--- config.mk ---
export PLATFORM = sky130hd
export DESIGN_NAME = id_ex_stage
export DESIGN_NICKNAME = d
export VERILOG_FILES = /design/src/rtl/id_ex_stage_pkg.sv /design/src/rtl/hazard_detect.sv /design/src/rtl/id_ex_stage.sv
export SDC_FILE = /design/constraint.sdc
export NUM_CORES = 1
export LEC_CHECK = 0
export ABC_CLOCK_PERIOD_IN_PS = 2500
export CAP_MARGIN = 20
export CORE_AREA = 2 2 128 130
export CTS_BUF_LIST = sky130_fd_sc_hd__clkbuf_2 sky130_fd_sc_hd__clkbuf_4 sky130_fd_sc_hd__clkbuf_8
export DETAILED_ROUTE_END_ITERATION = 10
export DIE_AREA = 0 0 130 132
export MAX_ROUTING_LAYER = met4
export PLACE_DENSITY_LB_ADDON = 0.1
export SETUP_SLACK_MARGIN = 0.05
export SLEW_MARGIN = 20
export SYNTH_ARGS = -nofsm -noshare
export SYNTH_HDL_FRONTEND = slang
export SYNTH_HIERARCHICAL = 1
export SYNTH_SLANG_ARGS = --single-unit
--- constraint.sdc ---
create_clock -name i_clk -period 2.5 [get_ports i_clk]
set_input_delay 0.5 -clock i_clk [delete_from_list [all_inputs] [get_ports i_clk]]
set_output_delay 0.5 -clock i_clk [all_outputs]
set_load 0.03 [all_outputs]
--- src/rtl/id_ex_stage_pkg.sv ---
// Shared pipeline definitions for the ID/EX boundary:
// control bundle layout, FSM states and drain length.
package id_ex_stage_pkg;

  typedef struct packed {
    logic [2:0] alu_op;
    logic       alu_src;
    logic       reg_dst;
    logic       branch;
    logic       mem_read;
    logic       mem_write;
    logic       mem_to_reg;
    logic       reg_write;
    logic [1:0] jump;
    logic [5:0] opcode;
  } ctrl_t;

  localparam int N_BITS_CTRL   = $bits(ctrl_t);
  localparam int CTRL_MEM_READ = 11;
  localparam int DRAIN_CYCLES  = 3;

  typedef enum logic [1:0] {
    ST_RUN    = 2'd0,
    ST_DRAIN  = 2'd1,
    ST_HALTED = 2'd2
  } state_e;

endpackage

--- src/rtl/hazard_detect.sv ---
// Load-use detector: a load in EX whose target is read
// by the instruction currently in ID.
module hazard_detect #(
  parameter int N_BITS_REG = 5
) (
  input  logic                  ex_valid_i,
  input  logic                  ex_mem_read_i,
  input  logic [N_BITS_REG-1:0] ex_rt_i,
  input  logic [N_BITS_REG-1:0] id_rs_i,
  input  logic [N_BITS_REG-1:0] id_rt_i,
  output logic                  hazard_o
);

  logic hit;

  assign hit = (ex_rt_i == id_rs_i) |
               (ex_rt_i == id_rt_i);

  assign hazard_o = ex_valid_i &
                    ex_mem_read_i &
                    (ex_rt_i != '0) &
                    hit;

endmodule

--- src/rtl/id_ex_stage.sv ---
// ID/EX pipeline register with flush, halt drain and
// optional load-use stall (build with HAZARD_DETECT_EN).
module id_ex_stage #(
  parameter int N_BITS      = 32,
  parameter int N_BITS_REG  = 5,
  parameter int N_BITS_CTRL = id_ex_stage_pkg::N_BITS_CTRL
) (
  input  logic                   i_clk,
  input  logic                   i_reset,
  input  logic                   i_valid,
  input  logic [N_BITS_CTRL-1:0] i_ctrl,
  input  logic                   i_flush,
  input  logic                   i_branch_taken,
  input  logic                   i_halt,
  input  logic [N_BITS-1:0]      i_pc,
  input  logic [N_BITS-1:0]      i_rs_data,
  input  logic [N_BITS-1:0]      i_rt_data,
  input  logic [N_BITS-1:0]      i_imm,
  input  logic [N_BITS_REG-1:0]  i_rs,
  input  logic [N_BITS_REG-1:0]  i_rt,
  input  logic [N_BITS_REG-1:0]  i_rd,
  output logic [N_BITS_CTRL-1:0] o_ctrl,
  output logic [N_BITS-1:0]      o_pc,
  output logic [N_BITS-1:0]      o_rs_data,
  output logic [N_BITS-1:0]      o_rt_data,
  output logic [N_BITS-1:0]      o_imm,
  output logic [N_BITS_REG-1:0]  o_rs,
  output logic [N_BITS_REG-1:0]  o_rt,
  output logic [N_BITS_REG-1:0]  o_rd,
  output logic                   o_valid,
  output logic                   o_stall,
  output logic                   o_halted
);

  import id_ex_stage_pkg::*;

  state_e state_q;
  logic [1:0] cnt_q;
  logic       halted_q;

  logic [N_BITS_CTRL-1:0] ctrl_q;
  logic [N_BITS-1:0]      pc_q, rs_data_q;
  logic [N_BITS-1:0]      rt_data_q, imm_q;
  logic [N_BITS_REG-1:0]  rs_q, rt_q, rd_q;
  logic                   valid_q;

  logic run, kill, ld_stall, bubble;

  assign run  = (state_q == ST_RUN);
  assign kill = i_flush | i_branch_taken;

`ifdef HAZARD_DETECT_EN
  logic hazard;

  hazard_detect #(
    .N_BITS_REG(N_BITS_REG)
  ) u_hazard_detect (
    .ex_valid_i   (valid_q),
    .ex_mem_read_i(ctrl_q[CTRL_MEM_READ]),
    .ex_rt_i      (rt_q),
    .id_rs_i      (i_rs),
    .id_rt_i      (i_rt),
    .hazard_o     (hazard)
  );

  // A flush kills the dependent instruction, so no stall.
  assign ld_stall = run & hazard & ~kill;
`else
  assign ld_stall = 1'b0;
`endif

  assign o_stall = ~run | ld_stall;
  assign bubble  = ~run | kill | i_halt | ld_stall;

  always_ff @(posedge i_clk or negedge i_reset) begin
    if (!i_reset) begin
      state_q  <= ST_RUN;
      cnt_q    <= '0;
      halted_q <= 1'b0;
    end else if (i_valid) begin
      unique case (state_q)
        ST_RUN: begin
          if (i_halt) begin
            state_q <= ST_DRAIN;
            cnt_q   <= '0;
          end
        end
        ST_DRAIN: begin
          if (cnt_q == 2'(DRAIN_CYCLES - 1)) begin
            state_q  <= ST_HALTED;
            halted_q <= 1'b1;
          end else begin
            cnt_q <= cnt_q + 2'd1;
          end
        end
        ST_HALTED: begin
          halted_q <= 1'b1;
        end
        default: begin
          state_q  <= ST_RUN;
          cnt_q    <= '0;
          halted_q <= 1'b0;
        end
      endcase
    end
  end

  always_ff @(posedge i_clk or negedge i_reset) begin
    if (!i_reset) begin
      ctrl_q    <= '0;
      pc_q      <= '0;
      rs_data_q <= '0;
      rt_data_q <= '0;
      imm_q     <= '0;
      rs_q      <= '0;
      rt_q      <= '0;
      rd_q      <= '0;
      valid_q   <= 1'b0;
    end else if (i_valid) begin
      if (bubble) begin
        ctrl_q    <= '0;
        pc_q      <= '0;
        rs_data_q <= '0;
        rt_data_q <= '0;
        imm_q     <= '0;
        rs_q      <= '0;
        rt_q      <= '0;
        rd_q      <= '0;
        valid_q   <= 1'b0;
      end else begin
        ctrl_q    <= i_ctrl;
        pc_q      <= i_pc;
        rs_data_q <= i_rs_data;
        rt_data_q <= i_rt_data;
        imm_q     <= i_imm;
        rs_q      <= i_rs;
        rt_q      <= i_rt;
        rd_q      <= i_rd;
        valid_q   <= 1'b1;
      end
    end
  end

  assign o_ctrl    = ctrl_q;
  assign o_pc      = pc_q;
  assign o_rs_data = rs_data_q;
  assign o_rt_data = rt_data_q;
  assign o_imm     = imm_q;
  assign o_rs      = rs_q;
  assign o_rt      = rt_q;
  assign o_rd      = rd_q;
  assign o_valid   = valid_q;
  assign o_halted  = halted_q;

endmodule

# Word-level counts from Yosys, hierarchy flattened

Index checks and enable logic that the tools add are counted.

Output and inout bits: 164
Bits in registers: 167
Input port bits: 167

Eq/ne operators: 6
Bitwise operators: 5
Reductions and logical operators: 4
Multiplexer cells: 17
Add/sub/neg operators: 1

Operators with widths:

| kind                                                            | number |
|---|---|
| 32-bit two-way mux                                              | 4 |
| 18-bit two-way mux                                              | 1 |
| 5-bit two-way mux                                               | 3 |
| 2-bit one-hot mux with 3 select lines                           | 2 |
| 2-bit two-way mux                                               | 4 |
| 4-bit AND reduction                                             | 2 |
| 2-bit inequality test, second input constant                    | 3 |
| 2-bit == test, second input constant                            | 2 |
| 1-bit bitwise OR                                                | 3 |
| 1-bit one-hot mux with 3 select lines                           | 1 |
| 3-bit AND reduction                                             | 1 |
| 2-bit by 1-bit adder with 2-bit output, second input constant   | 1 |
| 2-bit by 1-bit == test with 1-bit output, second input constant | 1 |
| 2-bit logical NOT                                               | 1 |
| 1-bit two-way mux                                               | 2 |
| 1-bit inverter                                                  | 2 |

# Logic depth before layout (Yosys ltp)

Gate-level depths: netlist of the first run.

Depth after elaboration: 5
Depth in mapped cells: 7
Mapped depth without buffers: 5

# Worst setup path after synthesis of the first run

OpenSTA, ideal clock, no wires.

Path type: reg-to-reg
Start point: register state_q[1]
End point: register state_q[0]
Stages on the path, launching flop included: 6
Path slack: 866 ps
Buffers on the path: 0
Required time: 2375 ps
Arrival time: 1509 ps
Cell sequence: dfrtp_1 > inv_1 > ha_1 > nor2b_1 > nor4b_1 > mux2_2

Cells in the longest elaborated chain, start to end: 3
Elaborated cells on any way between the ends: 8

Ends and longest elaborated chain:

| what                                                                            | RTL line          | text |
|---|---|---|
| from (decl)                                                                     | id_ex_stage.sv:37 | `state_e state_q;` |
| from (signal assigned)                                                          | id_ex_stage.sv:77 | `state_q <= ST_RUN;` |
| from (signal assigned)                                                          | id_ex_stage.sv:84 | `state_q <= ST_DRAIN;` |
| from (signal assigned)                                                          | id_ex_stage.sv:90 | `state_q <= ST_HALTED;` |
| 2-bit by 1-bit == test with 1-bit output, or another cell as far along          | id_ex_stage.sv:81 | `unique case (state_q)` |
| 2-bit inequality test (no source line) / 1-bit inverter (equally long branches) | n/a               |  |
| 4-bit AND reduction (no source line)                                            | n/a               |  |

Several ways; a longest one is shown, not always the timed one.
A chain may end at the register's enable or synchronous reset.

# Worst setup path in the final report of the first run

Start point: register ctrl_q[9], in the netlist o_ctrl[9]
End point: output o_ctrl[9]

RTL lines:

| what                   | RTL line           | text |
|---|---|---|
| from (decl)            | id_ex_stage.sv:41  | `logic [N_BITS_CTRL-1:0] ctrl_q;` |
| from (signal assigned) | id_ex_stage.sv:131 | `ctrl_q <= i_ctrl;` |
| to (decl)              | id_ex_stage.sv:22  | `output logic [N_BITS_CTRL-1:0] o_ctrl,` |

No word-level cell between the ends.

==> flow_summary.yaml, run 1 <==
run_status:
  status: "finished clean"
timing:
  setup_tns_ns: 0
  maxSlewHeadroom_pct: 58.9
  fin_crit_sh_pct: 80.9
  fin_crit_ns: 2.02
  fmaxAchievable_mhz: 494
  setup_viol: 0
  hold_viol: 0
  rsz0062_at_grt: "false"
  fin_worst_skew_ns: 0.00797
  drv_slew: 0
  tightest_slew_ns: 0.617
worst_setup_path:
  r2r_cells: 6
  crit_chain: "clkdlybuf4s50_1"
  start_kind: "register"
  endpoint_kind: "output port"
  crit_buf_inv: 1
  worst_ep_arrival_time_ns: 1.52
  slowest_delay_ns: 0.71
  critical_path_class: "register to output port"
  crit_family: "buffers and inverters"
  cp_slowest_cell: "clkdlybuf4s50_1"
  crit_fanout: 2
  worstPathRequired_ns: 2.00
  cp.depth: 1
placement:
  dp_hpwl_mm: 13.0
  post_dp_cell_area_um2: 9530
  io_buffers: 330
  place_congestion: 0.759
die:
  die_x_um: 130
  fp.dieH_um: 132
  rows: 46
  core-area_um2: 15700
  io_pins: 331
  initial_utilization_pct: 37.9
  die_area_um2: 17200
global_route:
  grt_pass1_vias: 4965
  grt_pass1_wl_mm: 27.4
  grt_use_total_pct: 21.6
  grt_max_degree: 95
  antenna_found_initial: 1
  gr-total-overflow: 0
cts:
  cts_made_buffers: 17
  cts_tree: "yes"
  ctsLongestPathBuffers: 2
  clk_pin_slew_ns: 0.09
  cts_root_buf: "clkbuf_8"
  clock_latency_ns: 0.44
  htree_levels: 4
  clock_sinks: 167
synth:
  syn_nets: 560
  ys_ff_latch: 167
  synth_area_leaders: "dfrtp_1, a22o_1, buf_2, clkbuf_1, ha_1"
  synth_compound_area_share_pct: 23.8
  synth-xor-area-share_pct: 0
  syn_inst: 388
  synth.distinct_cells: 18
  synth_seq_area_share_pct: 70.1
  synth_top_area_cell: "dfrtp_1"
  yosys-mux-area-fraction_pct: 0.924
  synth_top_family_by_area: "compound AO/OA/AOI/OAI gates"
  yosysWarnings: 6
  syn_area_um2: 5960
  yosys.area_share.simple_pct: 1.18
  synth_top_area_share_pct: 70.1
  synthAdderAreaFrac_pct: 1.05
  syn_avg_cell_area_um2: 15.4
finish:
  postLayoutCoreUtil_pct: 63.3
  fin_area_um2: 9950
  finalNetCount: 886
  area_growth_pct: 67.0
  final_common_cell: "clkdlybuf4s50_1"
  drive_gt1_share_pct: 6.88
  final_cell_mix: "clkdlybuf4s50_1, dfrtp_1, a22o_1, clkbuf_8, buf_4"
detailed_routing:
  post_drt_wl_per_cell_um: 19.0
  remaining_drc_errors: 0
  drt-pass1-iter-count: 6
  wl_mm: 18.0
  num_vias: 4674
  drt_iter0_drc: 180
  viasPerCell: 4.95
  drtAntennaViolNets: 0
power:
  p_leak_uw: 0.00446
  cellPowerDensity_nw_per_um2: 638
  peakVddDrop_mv: 0.347
run:
  maxCapViolCount: 0
min_path:
  min_path_cells: 1
  hold_class: "register to register"
registers in the layout (all words and copies together) (netlist names):
register and count:
o_imm 32, o_pc 32, o_rs_data 32, o_rt_data 32
o_ctrl 18, o_rd 5, o_rs 5, o_rt 5
cnt_q 2, state_q 2, o_halted 1, o_valid 1
logic make-up (layout without fill, tap and decap cells):
logic type	after synthesis	in the layout
AOI/OAI and AO/OA	162	162
other	0	1
buffers and inverters	40	379
DFF	167	167
muxes	5	5
adders and majority gates	5	5
and+or+nand+nor	9	9
per-layer routing:
metal,share of wire (%),global-route usage (%),vias up,wire [um]
met5,0,-,-,0
met4,2.5,9.02,0,451
met3,9.6,8.12,32,1730
met2,48,34.0,226,8670
met1,40,24.8,2277,7140
li1,-,-,2139,-
synth_stat cells:
library cell / count
nor3_1: 1
clkbuf_1: 18
buf_4: 1
nand2b_1: 1
nor4b_1: 1
nor4_4: 1
a22o_1: 161
inv_2: 1
buf_2: 16
nand4b_1: 1
ha_1: 5
a21o_1: 1
mux2_2: 4
inv_1: 4
dfrtp_1: 167
nor2b_1: 2
mux2i_1: 1
nand2_1: 2
what timing repair did:
| item | CTS | global route |
|---|---|---|
| hold endpoints to repair | 45 | 0 |
| endpoints found under the setup margin | 0 | 1 |
| resized for setup | 0 | 1 |
| hold buffers | 1 | 0 |
| setup buffers | 0 | 0 |
power breakdown:
group / leakage (uW) / internal, uW / switching, uW
logic: 0.00194 / 696 / 701
registers: 0.00231 / 2870 / 97.6
clock network: 0.000211 / 1060 / 922
cell type report:
cell class | count | area, um2
Tap cell | 216 | 270
Antenna cell | 1 | 2.50
Fill cell | 1195 | 5760
Clock inverter | 9 | 125
Timing Repair Buffer | 342 | 3460
Sequential cell | 167 | 4180
Inverter | 5 | 21.3
Clock buffer | 23 | 285
Multi-Input combinational cell | 181 | 1610
per-stage QoR:
stage               total power (uW)  worst slack, ns  hold WS (ns)  instances
floorplan                       3670            0.866         0.204        388
global placement                4400            0.421         0.464        910
detailed placement              4430            0.372         0.470        910
CTS                             6450           0.0558         0.499        943
global route                    6660            0.358         0.519        944
finish                          6350            0.477         0.495        944
final timing paths:
kind	from	endpoint	slack, ns
setup reg to reg	state_q[0]	o_rs_data[18]	0.64
hold / removal	o_valid	o_valid	0.49
hold reg to reg	o_valid	o_valid	0.49
min in group asynchronous	i_reset	o_rs_data[24]	0.57
max in group asynchronous	i_reset	o_rt_data[30]	1.21
setup / recovery	o_ctrl[9]	o_ctrl[9]	0.48
Power figures use the tool's default switching activity.
==> inputs of run 2 (changes only) <==
--- a/config.mk
+++ b/config.mk
@@ -5,12 +5,12 @@
 export SDC_FILE = /design/constraint.sdc
 export NUM_CORES = 1
 export LEC_CHECK = 0
-export ABC_CLOCK_PERIOD_IN_PS = 2500
+export ABC_CLOCK_PERIOD_IN_PS = 1850
 export CAP_MARGIN = 20
-export CORE_AREA = 2 2 128 130
+export CORE_MARGIN = 2
+export CORE_UTILIZATION = 36
 export CTS_BUF_LIST = sky130_fd_sc_hd__clkbuf_2 sky130_fd_sc_hd__clkbuf_4 sky130_fd_sc_hd__clkbuf_8
 export DETAILED_ROUTE_END_ITERATION = 10
-export DIE_AREA = 0 0 130 132
 export MAX_ROUTING_LAYER = met4
 export PLACE_DENSITY_LB_ADDON = 0.1
 export SETUP_SLACK_MARGIN = 0.05
==> constraint.sdc (replaced) <==
create_clock -name i_clk -period 1.85 [get_ports i_clk]
set_input_delay 0.37 -clock i_clk [delete_from_list [all_inputs] [get_ports i_clk]]
set_output_delay 0.37 -clock i_clk [all_outputs]
set_load 0.03 [all_outputs]
==> run 2 against run 1 <==
  * Sequential share of layout area about the same
  * Setup slack worse by 0.35 ns
  * Critical endpoint is now state_q[1]
  * Clock-buffer cell count down 2
  * Non-clock buffer count up 14
==> flow_summary.yaml, run 2 (synthesis gave the netlist of run 1 again) <==
timing:
  fmaxAchievable_mhz: 580
  fin_crit_ns: 1.72
  setup_viol: 0
  drv_slew: 0
  holdWs_ns: 0.433
  maxSlewHeadroom_pct: 41.1
  tightest_slew_ns: 0.883
  rsz0062_at_grt: "false"
  hold_viol: 0
  setup_tns_ns: 0
  fin_crit_sh_pct: 93.2
  fin_worst_skew_ns: 0.0142
placement:
  dp_hpwl_mm: 12.6
  io_buffers: 330
  post_dp_cell_area_um2: 9680
  place_congestion: 0.790
worst_setup_path:
  worst_ep_arrival_time_ns: 2.05
  endpoint_kind: "register"
  crit_fanout: 3
  critical_path_class: "register to register"
  worstPathRequired_ns: 2.18
  start_kind: "register"
detailed_routing:
  viasPerCell: 4.92
  wl_mm: 17.6
  num_vias: 4737
  routed-wl-met3_mm: 1.23
  remaining_drc_errors: 0
  top_layer_used: "met4"
  met2_length_mm: 8.59
  met1Wirelength_mm: 7.39
  drt_iter0_drc: 227
  drtAntennaViolNets: 0
  post_drt_wl_per_cell_um: 18.3
  drt-pass1-iter-count: 4
die:
  io_pins: 331
  core-area_um2: 16400
  die_x_um: 133
  fp.dieH_um: 133
  die_area_um2: 17600
  rows: 47
  initial_utilization_pct: 36.3
finish:
  drive_gt1_share_pct: 9.31
  final_common_cell: "dfrtp_1"
  area_growth_pct: 66.8
  fin_area_um2: 9940
  final_cell_mix: "dfrtp_1, clkdlybuf4s50_1, dlygate4sd2_1, a22o_1, clkbuf_8"
  finalNetCount: 900
global_route:
  antenna_found_initial: 0
  grt_use_total_pct: 20.9
  grt_pass1_wl_mm: 27.7
  grt_pass1_vias: 4972
  gr-total-overflow: 0
  grt_max_degree: 84
cts:
  cts_tree: "yes"
  clk_pin_slew_ns: 0.08
  ctsLongestPathBuffers: 2
  htree_levels: 4
  clock_sinks: 167
  cts_root_buf: "clkbuf_8"
  clock_latency_ns: 0.45
  cts_made_buffers: 17
min_path:
  hold_class: "input pin to async pin"
power:
  total_power_uw: 8480
  p_leak_uw: 0.00530
  cellPowerDensity_nw_per_um2: 853
  peakVddDrop_mv: 0.551
run:
  maxCapViolCount: 0
run_status:
  status: "finished clean"
## run 2: cell count changes in the layout (fill, tap and decap cells not counted), sizes merged, moves of 4 or more
cell | previous run | this run
buf | 12 | 26
dlygate4sd2 | 0 | 163
clkinv | 4 | 8
clkdlybuf4s50 | 328 | 165
## run 2: area by class of cell
type,instances,area [um2]
clock buffers,21,270
fillers,1311,6470
well taps,220,275
multi-input cells,181,1630
flip-flops and latches,167,4180
inverters,5,21.3
repair buffers,356,3440
clock inverters,11,126
diodes,1,2.50
## run 2: what timing repair did
item,in CTS,in global routing
hold buffers,1,0
pin swaps,0,1
resized for setup,168,6
buffers inserted,0,2
gates cloned,0,1
endpoints found under the hold margin,44,0
endpoints found under the setup margin,164,162
## run 2: path summary, 6_finish.rpt
path                       slack, ns          to  startpoint  depth (start not counted)
min in group i_clk              0.48     o_valid     o_valid                          1
max in group asynchronous       0.76    o_pc[17]     i_reset                          3
min                             0.43   o_imm[20]     i_reset                          2
min reg2reg                     0.48     o_valid     o_valid                          1
max                             0.13  state_q[1]  state_q[0]                          5
max reg2reg                     0.13  state_q[1]  state_q[0]                          5
## run 2: worst max-delay path, cell delays in order (launching register included)
cell     delay (ns)
dfrtp_1        0.42
ha_1           0.22
nor2b_1        0.15
nor4b_1        0.31
buf_4          0.18
mux2_2         0.33
## run 2: per-stage QoR
| stage | worst slack (ns) | cells | util, % |
|---|---|---|---|
| after floorplan | 0.216 | 388 | - |
| after global placement | -0.110 | 925 | 59.0 |
| after detailed placement | -0.169 | 925 | 59.0 |
| after CTS | 0.0236 | 958 | 60.2 |
| after global routing | 0.0528 | 961 | 60.6 |
| final | 0.127 | 962 | 60.6 |
## run 2: layer usage
layer / up-vias / track usage, %
li1: 2173 / -
met3: 26 / 6.44
met1: 2315 / 25.8
met5: - / -
met2: 223 / 32.7
met4: 0 / 7.17
## run 2: power breakdown
| group | switching (uW) | internal [uW] |
|---|---|---|
| clock network | 1320 | 1280 |
| logic | 988 | 886 |
| registers | 126 | 3880 |
| total | 2430 | 6050 |
==> inputs of run 3 (changes only) <==
--- a/config.mk
+++ b/config.mk
@@ -7,10 +7,11 @@
 export LEC_CHECK = 0
 export ABC_CLOCK_PERIOD_IN_PS = 1850
 export CAP_MARGIN = 20
-export CORE_MARGIN = 2
-export CORE_UTILIZATION = 36
+export CORE_AREA = 2 2 128 130
 export CTS_BUF_LIST = sky130_fd_sc_hd__clkbuf_2 sky130_fd_sc_hd__clkbuf_4 sky130_fd_sc_hd__clkbuf_8
 export DETAILED_ROUTE_END_ITERATION = 10
+export DIE_AREA = 0 0 130 132
+export DONT_BUFFER_PORTS = 1
 export MAX_ROUTING_LAYER = met4
 export PLACE_DENSITY_LB_ADDON = 0.1
 export SETUP_SLACK_MARGIN = 0.05
==> run 3 against run 2 <==
  * Power decreased by 6.4%
  * Final cell count decreased by 36%
  * Clock skew decreased by 0.0075 ns
  * Critical path type unchanged
  * Fmax decreased by 2.7%
  * The flow now finishes with violations (negative hold slack)
  * Via count decreased by 26%
  * Core utilization decreased by 18 points
  * Wire length decreased by 12%
  * Largest cell class unchanged
  * Combinational power decreased by 61%
  * Critical path depth increased by 3
==> flow_summary.yaml, run 3 (synthesis gave the netlist of run 1 again) <==
run_status:
  status: "finished with violations"
  violations: "negative hold slack"
finish:
  area_growth_pct: 13.3
  final_common_cell: "dfrtp_1"
  multi_input_area_um2: 1630
  nFillCells: 1397
  fin_area_um2: 6750
  seqCellArea_um2: 4180
  final_cell_mix: "dfrtp_1, a22o_1, clkbuf_8, buf_4"
  fin_cells: 616
  antenna_cells: 0
  finalNetCount: 560
  postLayoutCoreUtil_pct: 43.0
  drive_gt1_share_pct: 14.2
timing:
  setup_viol: 0
  layout_setup_ws_ns: 0.0783
  rsz0062_at_grt: "true"
  maxSlewHeadroom_pct: 68.6
  hold_viol: 167
  fmaxAchievable_mhz: 564
  holdWs_ns: -0.383
  fin_crit_ns: 1.77
  fin_crit_sh_pct: 95.8
  setup_tns_ns: 0
  drv_slew: 0
  tightest_slew_ns: 0.471
  fin_worst_skew_ns: 0.00669
detailed_routing:
  post_drt_wl_per_cell_um: 25.1
  remaining_drc_errors: 0
  drt_iter0_drc: 163
  wl_mm: 15.5
  drt-pass1-iter-count: 5
  drtAntennaViolNets: 0
  viasPerCell: 5.70
  num_vias: 3514
placement:
  dp_worst_setup_slack_ns: 0.0743
  dp_hpwl_mm: 10.1
  dp_cells: 579
  place_congestion: 0.767
  post_dp_cell_area_um2: 6200
  io_buffers: 0
worst_setup_path:
  worst_ep_arrival_time_ns: 2.15
  crit_family: "buffers and inverters"
  cp_slowest_cell: "dfrtp_1"
  crit_buf_inv: 4
  critical_path_class: "register to register"
  start_kind: "register"
  endpoint_kind: "register"
  slowest_delay_ns: 0.42
  worstPathRequired_ns: 2.22
  crit_fanout: 18
  crit_chain: "inv_2, ha_4, nand2b_4, nor4_4, buf_4, buf_8, clkbuf_16, a22o_1"
die:
  core-area_um2: 15700
  fp.dieH_um: 132
  io_pins: 331
  rows: 46
  initial_utilization_pct: 37.9
  die_x_um: 130
  die_area_um2: 17200
power:
  cellPowerDensity_nw_per_um2: 1180
  p_leak_uw: 0.00328
  peakVddDrop_mv: 0.488
global_route:
  grt_use_total_pct: 17.3
  grt_pass1_vias: 3645
  grt_pass1_wl_mm: 21.4
  grt_max_degree: 168
  gr-total-overflow: 0
  antenna_found_initial: 0
min_path:
  hold_class: "input pin to async pin"
cts:
  cts_made_buffers: 17
  clock_latency_ns: 0.44
  clk_pin_slew_ns: 0.08
  ctsLongestPathBuffers: 2
  cts_root_buf: "clkbuf_8"
  htree_levels: 4
  cts_tree: "yes"
  clock_sinks: 167
run:
  maxCapViolCount: 0
==> run 3: cell count changes in the layout (fill, tap and decap cells not counted), sizes merged <==
cell           previous run  this run
diode                     1         0
dlygate4sd2             163         0
dlygate4sd3               1         0
clkinvlp                  1         2
buf                      26        13
clkbuf                   22        24
inv                       5         6
clkdlybuf4s50           165         0
clkinv                    8         4
bufinv                    2         3
==> run 3: final timing paths <==
path | startpoint | endpoint | slack, ns | depth (start not counted)
setup / recovery | state_q[0] | o_imm[27] | 0.08 | 8
hold / removal | i_reset | o_rs_data[24] | -0.38 | 0
setup reg to reg | state_q[0] | o_imm[27] | 0.08 | 8
hold reg to reg | cnt_q[1] | cnt_q[1] | 0.52 | 1
max in group asynchronous | i_reset | o_pc[1] | 1.95 | 0
min in group i_clk | i_rs_data[29] | o_rs_data[29] | 0.05 | 1
==> run 3: metal layers <==
layer  routed length, um  track usage, %  vias up
met5                   0               -        -
met4                 360            7.47        0
met3                1670            6.90       21
met2                7570            26.4      231
met1                5860            20.1     1777
li1                    -               -     1485
==> run 3: report_power, final <==
group          total (uW)  switching, uW  internal [uW]
combinational         725            355            370
sequential           4460            582           3870
clock                2760           1300           1460
total                7940           2230           5710
==> run 3: stage by stage <==
stage	power, uW	hold WS, ns
floorplan	4960	0.0744
CTS	7980	-0.429
finish	7940	-0.383
global placement	5150	0.0779
global route	8340	-0.432
detailed placement	5170	0.0778
==> run 3: timing repair <==
item	CTS	global route
resized for setup	0	9
buffers inserted	0	3
endpoints found under the hold margin	167	167
setup endpoints to repair	0	157
==> run 3: cell type report <==
type,count,share of cell area (%)
repair buffers,16,3.34
flip-flops and latches,167,61.9
well taps,216,4.00
inverters,5,0.315
clock inverters,10,2.15
multi-input cells,181,24.1
clock buffers,21,4.19
==> variant: new RTL, flow settings as in run 3 <==
Add a define of `HAZARD_DETECT_EN`.
--- a/src/rtl/id_ex_stage.sv
+++ b/src/rtl/id_ex_stage.sv
@@ -1,5 +1,7 @@
 // ID/EX pipeline register with flush, halt drain and
 // optional load-use stall (build with HAZARD_DETECT_EN).
+`define HAZARD_DETECT_EN
+
 module id_ex_stage #(
   parameter int N_BITS      = 32,
   parameter int N_BITS_REG  = 5,
Behaviour: not the same (a bounded check fails within 4 cycles, from zero or initial values and one cycle with i_reset low).
==> variant against run 3 <==
  * The run ends with hold timing, setup timing left
  * Critical path depth fell by 1
  * Clock power is 4% higher
  * Sequential cell count unchanged
  * Critical path type is now flip-flop to output pin
  * Worst setup slack lost 0.49 ns
  * Final area up 8.0%
  * Largest cell class unchanged
  * Wire length up 7.9%
  * Die area stayed put
  * Synthesized area is 3.5% higher
  * Clock skew up 0.0051 ns
  * Non-clock buffer count is 17 higher
  * Total power grew 3.9%
  * Highest routed layer unchanged
==> variant: results (changes against run 3) <==
----------------------------------------------------
[Routing]
  DRT met1 WL ... 6.23 mm (was 5.86 mm)
  TritonRoute pass-1 iters ... 6 (was 5)
  Total wirelength of the detailed-routed design ... 16.7 mm (was 15.5 mm)
  Violation count after the first detailed-routing iteration ... 179 (was 163)
  Met3 layer wire length in the routed design ... 1.55 mm (was 1.67 mm)
  Metal2 WL ... 8.53 mm (was 7.57 mm)
  Via-per-instance ratio ... 5.75 (was 5.70)

[Yosys]
  Synth cell count leaders ... dfrtp_1, a22o_1, clkbuf_1 (unchanged)
  Most used flip-flop cell after synthesis ... dfrtp_1 (unchanged)
  Distinct cell type count after synthesis ... 30 (was 18)
  Synthesized instance count ... 411 (was 388)
  Synthesized-area fraction occupied by ao, oa, aoi and oai cells ... 0.239 (was 0.238)
  Synthesized net count ... 583 (was 560)
  Fraction of the mapped netlist area in adder cells ... 0.0101 (was 0.0105)
  XOR/XNOR Fraction of Synth Area ... 0.0142 (was 0)
  Most area-consuming cells after synthesis ... dfrtp_1, a22o_1, buf_6 (was dfrtp_1, a22o_1, buf_2)
  Mux share of post-synthesis cell area ... 0.00365 (was 0.00924)

[Run status]
  Violated checks ... hold timing, setup timing (was hold timing)
  Status ... finished, violations left (unchanged)

[Global routing]
  Number of global-route vias before repair ... 4,084 (was 3,645)
  Met2 track demand over resource ... 0.326 (was 0.264)
  Total global-route track usage ... 0.198 (was 0.173)
  Met3 capacity usage during global routing ... 0.0653 (was 0.0690)
  Wire length of the first global-routing pass ... 24.7 mm (was 21.4 mm)

[Setup path]
  Arrival @ worst endpoint ... 1.89 ns (was 2.15 ns)
  Internal reg-to-reg setup slack ... -0.39 ns (was 0.08 ns)
  Path depth of the worst reg2reg path ... 10 (was 8)
  Reg-to-Reg Start ... o_rt[4] (was state_q[0])
  Gate family responsible for the most delay along the worst path ... simple AND/OR/NAND/NOR gates (was buffers and inverters)
  End of the worst register-to-register path ... o_rs_data[24] (was o_imm[27])
  Largest fanout on the critical path ... 4 (was 18)
  CP Capture Point ... o_stall (was o_imm[27])
  Critical path's slowest cell ... dfrtp_2 (was dfrtp_1)
  Worst Setup SP ... o_rt[4] (was state_q[0])

[STA]
  Final setup TNS ... -52.86 ns (was 0 ns)
  Smallest hold slack ... -0.395 ns (was -0.383 ns)
  Hold Violations, Final ... 167 (unchanged)
  Minimum setup slack in the final design ... -0.409 ns (was 0.0783 ns)
  Worst slew margin relative to its limit ... 0.739 (was 0.686)
  Finish-stage setup viols ... 163 (was 0)

[Layout]
  Share of layout cells above drive strength 1 ... 0.175 (was 0.143)

[Placed design]
  Total placed cells including tap cells ... 607 (was 579)
  Placement-stage cell area ... 6410 um2 (was 6200 um2)
  Final HPWL from detailed placement ... 10.6 mm (was 10.1 mm)
  Gp weighted congestion ... 0.802 (was 0.767)

[Power]
  IR drop worst, VDD ... 0.000484 V (was 0.000488 V)
  Switching part of the total ... 0.284 (was 0.281)
  Leakage ... 3.52 nW (was 3.28 nW)

[Clocking]
  Maximum level of the CTS H-tree ... 4 (unchanged)
  Post-CTS setup buffer count ... 8 (was 0)

----------------------------------------------------
[variant: changes by cell type after synthesis, moves of 2 or more]
cell,change
nor3_1,+3
buf_6,+9
nand3_1,+3
nand2_1,+2
mux2_2,-2
buf_2,-8
xor2_1,+6
xnor2_1,+4
[variant: power groups by stage]
| stage | logic (mW) | clock network (mW) | registers [mW] |
|---|---|---|---|
| 2_1_floorplan | 0.588 | 0 | 4.51 |
| 5_1_grt | 0.978 | 3.13 | 4.52 |
| 3_5_place_dp | 0.763 | 0 | 4.56 |
| 6_report | 0.891 | 2.87 | 4.49 |
| 4_1_cts | 0.902 | 2.96 | 4.49 |
| 3_3_place_gp | 0.729 | 0 | 4.56 |
[variant: area by class of cell]
cell class              instances  area (um2)
well taps                     216         270
inverters                       4        17.5
flip-flops and latches        167        4180
fillers                      1384        8420
clock buffers                  20         269
repair buffers                 33         599
multi-input cells             205        1780
clock inverters                10         170
